===== config.mk =====
export PLATFORM = sky130hd
export DESIGN_NAME = mux_4to1
export DESIGN_NICKNAME = d
export VERILOG_FILES = /design/src/rtl/mux_4to1_pkg.sv /design/src/rtl/mux_4to1_sel_decode.sv /design/src/rtl/mux_4to1.sv
export SDC_FILE = /design/constraint.sdc
export NUM_CORES = 1
export LEC_CHECK = 0
export CORE_AREA = 2 2 39 41
export DETAILED_ROUTE_END_ITERATION = 10
export DIE_AREA = 0 0 41 43
export MAX_ROUTING_LAYER = met4
export SLEW_MARGIN = 20
export SYNTH_ARGS = -nofsm -noshare
export SYNTH_HDL_FRONTEND = slang
export SYNTH_SLANG_ARGS = --single-unit

===== constraint.sdc =====
create_clock -name clk -period 0.9 [get_ports clk]
set_input_delay 0.135 -clock clk [delete_from_list [all_inputs] [get_ports clk]]
set_output_delay 0.135 -clock clk [all_outputs]
set_load 0.02 [all_outputs]

===== src/rtl/mux_4to1_pkg.sv =====
`default_nettype none
// ============================================================================
// | Module      : mux_4to1_pkg                                               |
// | Description : Shared select-code constants and select typedef for the    |
// |               registered 4-to-1 multiplexer.                             |
// | Contents    : sel_t  - 2-bit select code {S1,S0}                         |
// |               SEL_A..SEL_D - select codes for inputs A..D                |
// |               N_INPUTS - number of data inputs (one-hot enable width)    |
// | Revision    : 1.0 - initial release                                      |
// ============================================================================
package mux_4to1_pkg;

  typedef logic [1:0] sel_t;

  localparam sel_t SEL_A = 2'b00;
  localparam sel_t SEL_B = 2'b01;
  localparam sel_t SEL_C = 2'b10;
  localparam sel_t SEL_D = 2'b11;

  localparam int N_INPUTS = 4;

endpackage : mux_4to1_pkg
`default_nettype wire


===== src/rtl/mux_4to1_sel_decode.sv =====
`default_nettype none
// ============================================================================
// | Module      : mux_4to1_sel_decode                                        |
// | Description : Converts the 2-bit select code into a one-hot enable       |
// |               vector, bit n enabling data input n (A=0 .. D=3).          |
// | Ports       : i_sel [1:0] - select code {S1,S0}                          |
// |               o_en  [3:0] - one-hot enable                               |
// | Revision    : 1.0 - initial release                                      |
// ============================================================================
module mux_4to1_sel_decode
  import mux_4to1_pkg::*;
(
  input  logic [1:0]          i_sel,
  output logic [N_INPUTS-1:0] o_en
);

  always_comb begin
    o_en = '0;
    unique case (sel_t'(i_sel))
      SEL_A:   o_en = 4'b0001;
      SEL_B:   o_en = 4'b0010;
      SEL_C:   o_en = 4'b0100;
      SEL_D:   o_en = 4'b1000;
      default: o_en = '0;
    endcase
  end

endmodule : mux_4to1_sel_decode
`default_nettype wire


===== src/rtl/mux_4to1.sv =====
`default_nettype none
// ============================================================================
// | Module      : mux_4to1                                                   |
// | Description : Registered 4-to-1 multiplexer with valid handshake.        |
// |               A sample is taken on every rising clk edge where in_valid  |
// |               is high; the selected data, its select code and a one-     |
// |               cycle out_valid pulse appear one cycle later. Outputs hold |
// |               while in_valid is low.                                     |
// | Parameters  : WIDTH - data width, legal range 1..64 (default 1)          |
// | Ports       : clk        - clock, rising edge active                     |
// |               rst        - synchronous active-high reset                 |
// |               A,B,C,D    - data inputs for select 00,01,10,11            |
// |               S0,S1      - select LSB / MSB                              |
// |               in_valid   - input sample valid                            |
// |               muxOUT     - registered selected data                      |
// |               out_valid  - one cycle pulse per accepted sample           |
// |               sel_out    - registered {S1,S0} that produced muxOUT       |
// |               muxPAR     - XOR of all muxOUT bits (optional)             |
// | Options     : MUX_4TO1_PARITY_EN - when defined, adds port muxPAR        |
// | Revision    : 1.0 - initial release                                      |
// ============================================================================
module mux_4to1
  import mux_4to1_pkg::*;
#(
  parameter int WIDTH = 1
) (
  input  logic             clk,
  input  logic             rst,
  input  logic [WIDTH-1:0] A,
  input  logic [WIDTH-1:0] B,
  input  logic [WIDTH-1:0] C,
  input  logic [WIDTH-1:0] D,
  input  logic             S0,
  input  logic             S1,
  input  logic             in_valid,
  output logic [WIDTH-1:0] muxOUT,
  output logic             out_valid,
  output logic [1:0]       sel_out
`ifdef MUX_4TO1_PARITY_EN
  ,
  output logic             muxPAR
`endif
);

  sel_t                w_sel;
  logic [N_INPUTS-1:0] w_en;
  logic [WIDTH-1:0]    w_data;

  logic [WIDTH-1:0]    r_mux;
  sel_t                r_sel;
  logic                r_vld;

  assign w_sel = {S1, S0};

  mux_4to1_sel_decode u_sel_decode (
    .i_sel (w_sel),
    .o_en  (w_en)
  );

  // AND-OR datapath: exactly one enable is high, so exactly one input
  // contributes to the OR.
  assign w_data = ({WIDTH{w_en[0]}} & A)
                | ({WIDTH{w_en[1]}} & B)
                | ({WIDTH{w_en[2]}} & C)
                | ({WIDTH{w_en[3]}} & D);

  // Data and select registers only load on an accepted sample, so X/Z on
  // the inputs while in_valid is low never reaches the state.
  always_ff @(posedge clk) begin
    if (rst) begin
      r_mux <= '0;
      r_sel <= SEL_A;
      r_vld <= 1'b0;
    end else begin
      r_vld <= in_valid;
      if (in_valid) begin
        r_mux <= w_data;
        r_sel <= w_sel;
      end
    end
  end

  assign muxOUT    = r_mux;
  assign sel_out   = r_sel;
  assign out_valid = r_vld;

`ifdef MUX_4TO1_PARITY_EN
  logic r_par;

  // Parity is computed from the same value loaded into r_mux so that it
  // always describes the muxOUT currently presented.
  always_ff @(posedge clk) begin
    if (rst) begin
      r_par <= 1'b0;
    end else if (in_valid) begin
      r_par <= ^w_data;
    end
  end

  assign muxPAR = r_par;
`endif

endmodule : mux_4to1
`default_nettype wire


==> results of run 1 <==
## state kept, by name, indices dropped and copies added, names as in the netlist
signal	cells
muxOUT	1
out_valid	1
sel_out	2
## kinds of logic (layout without fill, tap and decap cells)
| logic type | after synthesis | after routing | synth area share |
|---|---|---|---|
| compound gates | 1 | 1 | 0.0863 |
| buf+inv | 0 | 20 | 0 |
| flops | 4 | 4 | 0.460 |
| mux | 4 | 4 | 0.230 |
| simple gates | 6 | 6 | 0.223 |
## what timing repair did
action,CTS,global route
hold endpoints to repair,0,0
setup endpoints to repair,5,0
gates resized for setup,20,0
buffers inserted,0,0
## layout by cell type, fill, tap and decap left out
master / synthesis / final
dfxtp_1: 4 / 3
clkbuf_4: 0 / 3
or3b_4: 0 / 1
mux2i_1: 4 / 4
clkdlybuf4s50_1: 0 / 4
nor2_1: 2 / 2
clkbuf_1: 0 / 1
nor2b_1: 1 / 1
buf_4: 0 / 4
nand3b_1: 1 / 1
o221ai_2: 1 / 1
or3b_1: 1 / 1
dlygate4sd2_1: 0 / 4
dfxtp_4: 0 / 1
buf_2: 0 / 4
## area by class of cell
cell class                 instances  area [sq um]  share of cell area
sequential                         4          83.8               0.238
multi-input combinational         11          96.3               0.274
clock buffer                       4          26.3              0.0747
tap                               16          20.0              0.0569
timing repair buffer              16           125               0.356
## worst paths after layout
| kind | from | slack (ns) | cells past startpoint | endpoint |
|---|---|---|---|---|
| worst max register to register | muxOUT | 0.06 | 2 | muxOUT |
| worst max-delay path | muxOUT | 0.04 | 1 | muxOUT |
| worst min-delay path | rst | 0.37 | 3 | sel_out[1] |
| worst min register to register | sel_out[1] | 0.50 | 2 | sel_out[1] |
## per-stage QoR
step	TNS (ns)	total power, uW	utilization
final	0	537	0.254
after detailed placement	-1.41	318	0.253
after floorplan	0	236	-
after CTS	0	556	0.254
after global placement	-1.38	318	0.253
after global routing	0	584	0.254
## routing by layer
layer  up-vias  global-route usage  part of all wire
met5         -                   -                 0
met4         0               0.100                 0
met3         0              0.0471              0.17
met2        13              0.0500              0.33
met1        71              0.0863              0.49
li1         95                   -                 -
## power breakdown
group          internal [uW]  switching [uW]  total, uW
sequential               189            4.30        193
clock                    166            73.3        240
combinational           60.4            43.7        104
## worst reg2reg max path, stage by stage (launching register included)
cell and delay, ns:
dfxtp_4 0.33, or3b_4 0.37, o221ai_2 0.06
==> flow_summary.json, run 1 <==
{
  "outcome": "complete, no violations",
  "nets": 45,
  "die_x_um": 41,
  "period_needed_ns": 0.857,
  "post-place-ws_ns": -0.350,
  "synth_top_area_cell": "dfxtp_1",
  "end_kind": "output port",
  "first_pass_iters": 1,
  "fin_area_sq_um": 352,
  "drtIter0Drc": 0,
  "worstPathCellList": "buf_2",
  "fmax_mhz": 1170,
  "power_leakage_uw": 0.000165,
  "cts_buffers": 3,
  "cp_num_buf_inv": 1,
  "required_ns": 0.76,
  "ys_seq_area_frac": 0.460,
  "cts_max_path_buffers": 2,
  "path_max_fanout": 2,
  "postRouteWirelength_um": 446,
  "ir_worst_vdd_v": 0.000301,
  "clock_latency_ns": 0.23,
  "slowest_stage": "dfxtp_4",
  "finalHoldViolCount": 0,
  "root_buffer": "clkbuf_4",
  "grtUsageTotal": 0.0688,
  "viasPerCell": 3.51,
  "clock-sinks": 4,
  "max_cap_viol_count": 0,
  "synth_cell_type_count": 8,
  "synthTopCellsByArea": "dfxtp_1, mux2i_1, o221ai_2, or3b_1, or3b_2",
  "syn_inst": 15,
  "setup_slack_ns": 0.0427,
  "start_util": 0.126,
  "async_flop_share": 0,
  "hp-class": "input pin to flip-flop",
  "wl_per_cell_um": 8.75,
  "grt_pass1_wl_um": 669,
  "synth_edf_count": 0,
  "coreArea_sq_um": 1380,
  "stdcell_count": 51,
  "critPathArrivalTime_ns": 0.72,
  "tightest_slew_ns": 0.166,
  "antenna_found_initial": 0,
  "vias": 179,
  "final.period_utilization": 0.953,
  "p_per_area_nw_per_um2": 1530,
  "fin_skew_ns": 0,
  "htreeDepth": 1,
  "synthFlopType": "dfxtp_1",
  "cts_tree": "built",
  "synth_common_cells": "dfxtp_1, mux2i_1, nor2_1",
  "dieArea_sq_um": 1760,
  "synth_nets": 24,
  "maxSlewViolCount": 0,
  "ant_nets": 0,
  "placedCellCount": 47,
  "die_h_um": 43,
  "area_growth_pct": 102,
  "nFillCells": 156,
  "hold_slack_ns": 0.374,
  "cp_top_family": "flip-flops",
  "cts_hold_buf": 0,
  "drive_gt1_frac": 0.400,
  "grt_remaining_overflow": 0,
  "first_global_vias": 165,
  "yosysTopAreaCellShare": 0.460,
  "row_count": 14,
  "route.detailed.drc": 0,
  "ys_warn_count": 0,
  "ys_seq_elements": 4,
  "grt_max_degree": 5,
  "syn_area_sq_um": 174,
  "port-buffer-count": 12,
  "clk_transition_reported_paths_ns": 0.04,
  "startpoint_type": "flip-flop",
  "grt_setup_unrepaired": "false",
  "max_slew_margin": 0.886,
  "placed_area_sq_um": 350,
  "gp_congestion": 0.647,
  "diodes": 0,
  "ios": 13,
  "setup_violations": 0,
  "avgSynthCellArea_sq_um": 11.6,
  "crit_path_max_incr_delay_ns": 0.33,
  "setup.worst_path.class": "flip-flop to output port"
}
(Power assumes the default switching activity.)
==> run 2, diff against run 1 <==
--- a/constraint.sdc
+++ b/constraint.sdc
@@ -3,2 +3,2 @@
 set_output_delay 0.135 -clock clk [all_outputs]
-set_load 0.02 [all_outputs]
+set_load 0.005 [all_outputs]
==> run 2 against run 1 <==
Die area unchanged. Critical path depth up 1. Register-to-register slack about the same. Utilization down 0.45 points. Final area down 1.8%. Flip-flop and latch count unchanged. First-iteration DRC count unchanged. Worst hold slack worse by 0.024 ns. Largest cell class unchanged. Largest power group unchanged.
==> flow_summary.json, run 2 (synthesized netlist as in run 1, its figures left out) <==
{
  "cts_buffers": 3,
  "tightest_slew_ns": 0.194,
  "dieArea_sq_um": 1760,
  "required_ns": 1.05,
  "seqPwrFrac": 0.390,
  "startpoint_type": "flip-flop",
  "wl_per_cell_um": 8.84,
  "coreArea_sq_um": 1380,
  "grt_max_degree": 5,
  "antenna_found_initial": 0,
  "diodes": 0,
  "grt_pass1_wl_um": 627,
  "die_h_um": 43,
  "maxSlewViolCount": 0,
  "power_leakage_uw": 0.000162,
  "setup.worst_path.class": "flip-flop to flip-flop",
  "area_growth_pct": 98.6,
  "finalHoldViolCount": 0,
  "path_max_fanout": 2,
  "p_per_area_nw_per_um2": 1450,
  "clkPwrFrac": 0.428,
  "final.period_utilization": 0.927,
  "clock-sinks": 4,
  "max_cap_viol_count": 0,
  "fin_area_sq_um": 345,
  "period_needed_ns": 0.834,
  "fmax_mhz": 1200,
  "htreeDepth": 1,
  "switchingPower_uw": 101,
  "max_slew_margin": 0.867,
  "r2r_slack_ns": 0.07,
  "critPathArrivalTime_ns": 0.99,
  "power.total_uw": 500,
  "grt_setup_unrepaired": "false",
  "clk_transition_reported_paths_ns": 0.04,
  "port-buffer-count": 12,
  "root_buffer": "clkbuf_4",
  "end_kind": "flip-flop",
  "outcome": "complete, no violations",
  "drive_gt1_frac": 0.412,
  "grtUsageTotal": 0.0638,
  "ios": 13,
  "internal_power_uw": 399,
  "pwr-share-comb": 0.182,
  "place_hpwl_um": 374,
  "route.detailed.drc": 0,
  "final_cell_mix": "mux2i_1, clkdlybuf4s50_1, dlygate4sd2_1, buf_4",
  "ant_nets": 0,
  "fin_skew_ns": 0,
  "post_cts_buffers": 0,
  "viasPerCell": 3.54,
  "placed_area_sq_um": 344,
  "ir_worst_vdd_v": 0.000330,
  "postRouteWirelength_um": 442,
  "nets": 45,
  "hold_slack_ns": 0.350,
  "drtIter0Drc": 0,
  "cts_max_path_buffers": 2,
  "start_util": 0.126,
  "row_count": 14,
  "hp-class": "input pin to flip-flop",
  "grt_remaining_overflow": 0,
  "largest_reg_flops": 2,
  "first_pass_iters": 1,
  "die_x_um": 41,
  "clock_latency_ns": 0.23,
  "cts_tree": "built",
  "gp_congestion": 0.664,
  "first_global_vias": 169,
  "setup_violations": 0,
  "vias": 177,
  "switching_share": 0.202
}
[run 2: worst max-delay path, cell delays in order (launching register included)]
cell and delay, ns:
dfxtp_1 0.32, or3b_4 0.38, o221ai_2 0.06
[run 2: cell type report]
| type | instances | area [sq um] |
|---|---|---|
| repair buffers | 16 | 125 |
| multi-input cells | 11 | 96.3 |
| clock buffers | 3 | 22.5 |
| flip-flops and latches | 4 | 81.3 |
| fillers | 152 | 1040 |
| well taps | 16 | 20.0 |
[run 2: timing repair]
| item | CTS | global route |
|---|---|---|
| hold buffers | 0 | 0 |
| pin swaps | 1 | 0 |
| setup endpoints to repair | 5 | 4 |
| gates resized for setup | 15 | 4 |
[run 2: power groups by stage]
stage	combinational (uW)	clock (uW)	sequential (uW)
global placement	107	0	197
detailed placement	108	0	197
finish	90.8	214	195
floorplan	25.0	0	198
CTS	97.9	224	195
global route	101	234	196
[run 2: per-stage QoR]
| step | TNS [ns] | utilization | instances | setup WS [ns] |
|---|---|---|---|---|
| after floorplan | 0 | - | 15 | 0.00160 |
| after global placement | -0.998 | 0.249 | 47 | -0.348 |
| after detailed placement | -1.02 | 0.249 | 47 | -0.349 |
| after CTS | 0 | 0.265 | 50 | 0.00225 |
| after global routing | 0 | 0.250 | 50 | 0.0493 |
| final | 0 | 0.250 | 50 | 0.0659 |
[run 2: path summary, 6_finish.rpt]
path,startpoint,to,cells after the start
setup / recovery,muxOUT,muxOUT,2
hold / removal,rst,sel_out[0],3
setup reg to reg,muxOUT,muxOUT,2
hold reg to reg,sel_out[1],sel_out[1],2
[run 2: metal layers]
layer / vias to the layer above / share of wire / GRT usage
li1: 93 / - / -
met1: 71 / 0.49 / 0.0772
met2: 13 / 0.33 / 0.0531
met3: 0 / 0.18 / 0.0628
met4: 0 / 0 / 0.0600
met5: - / 0 / -
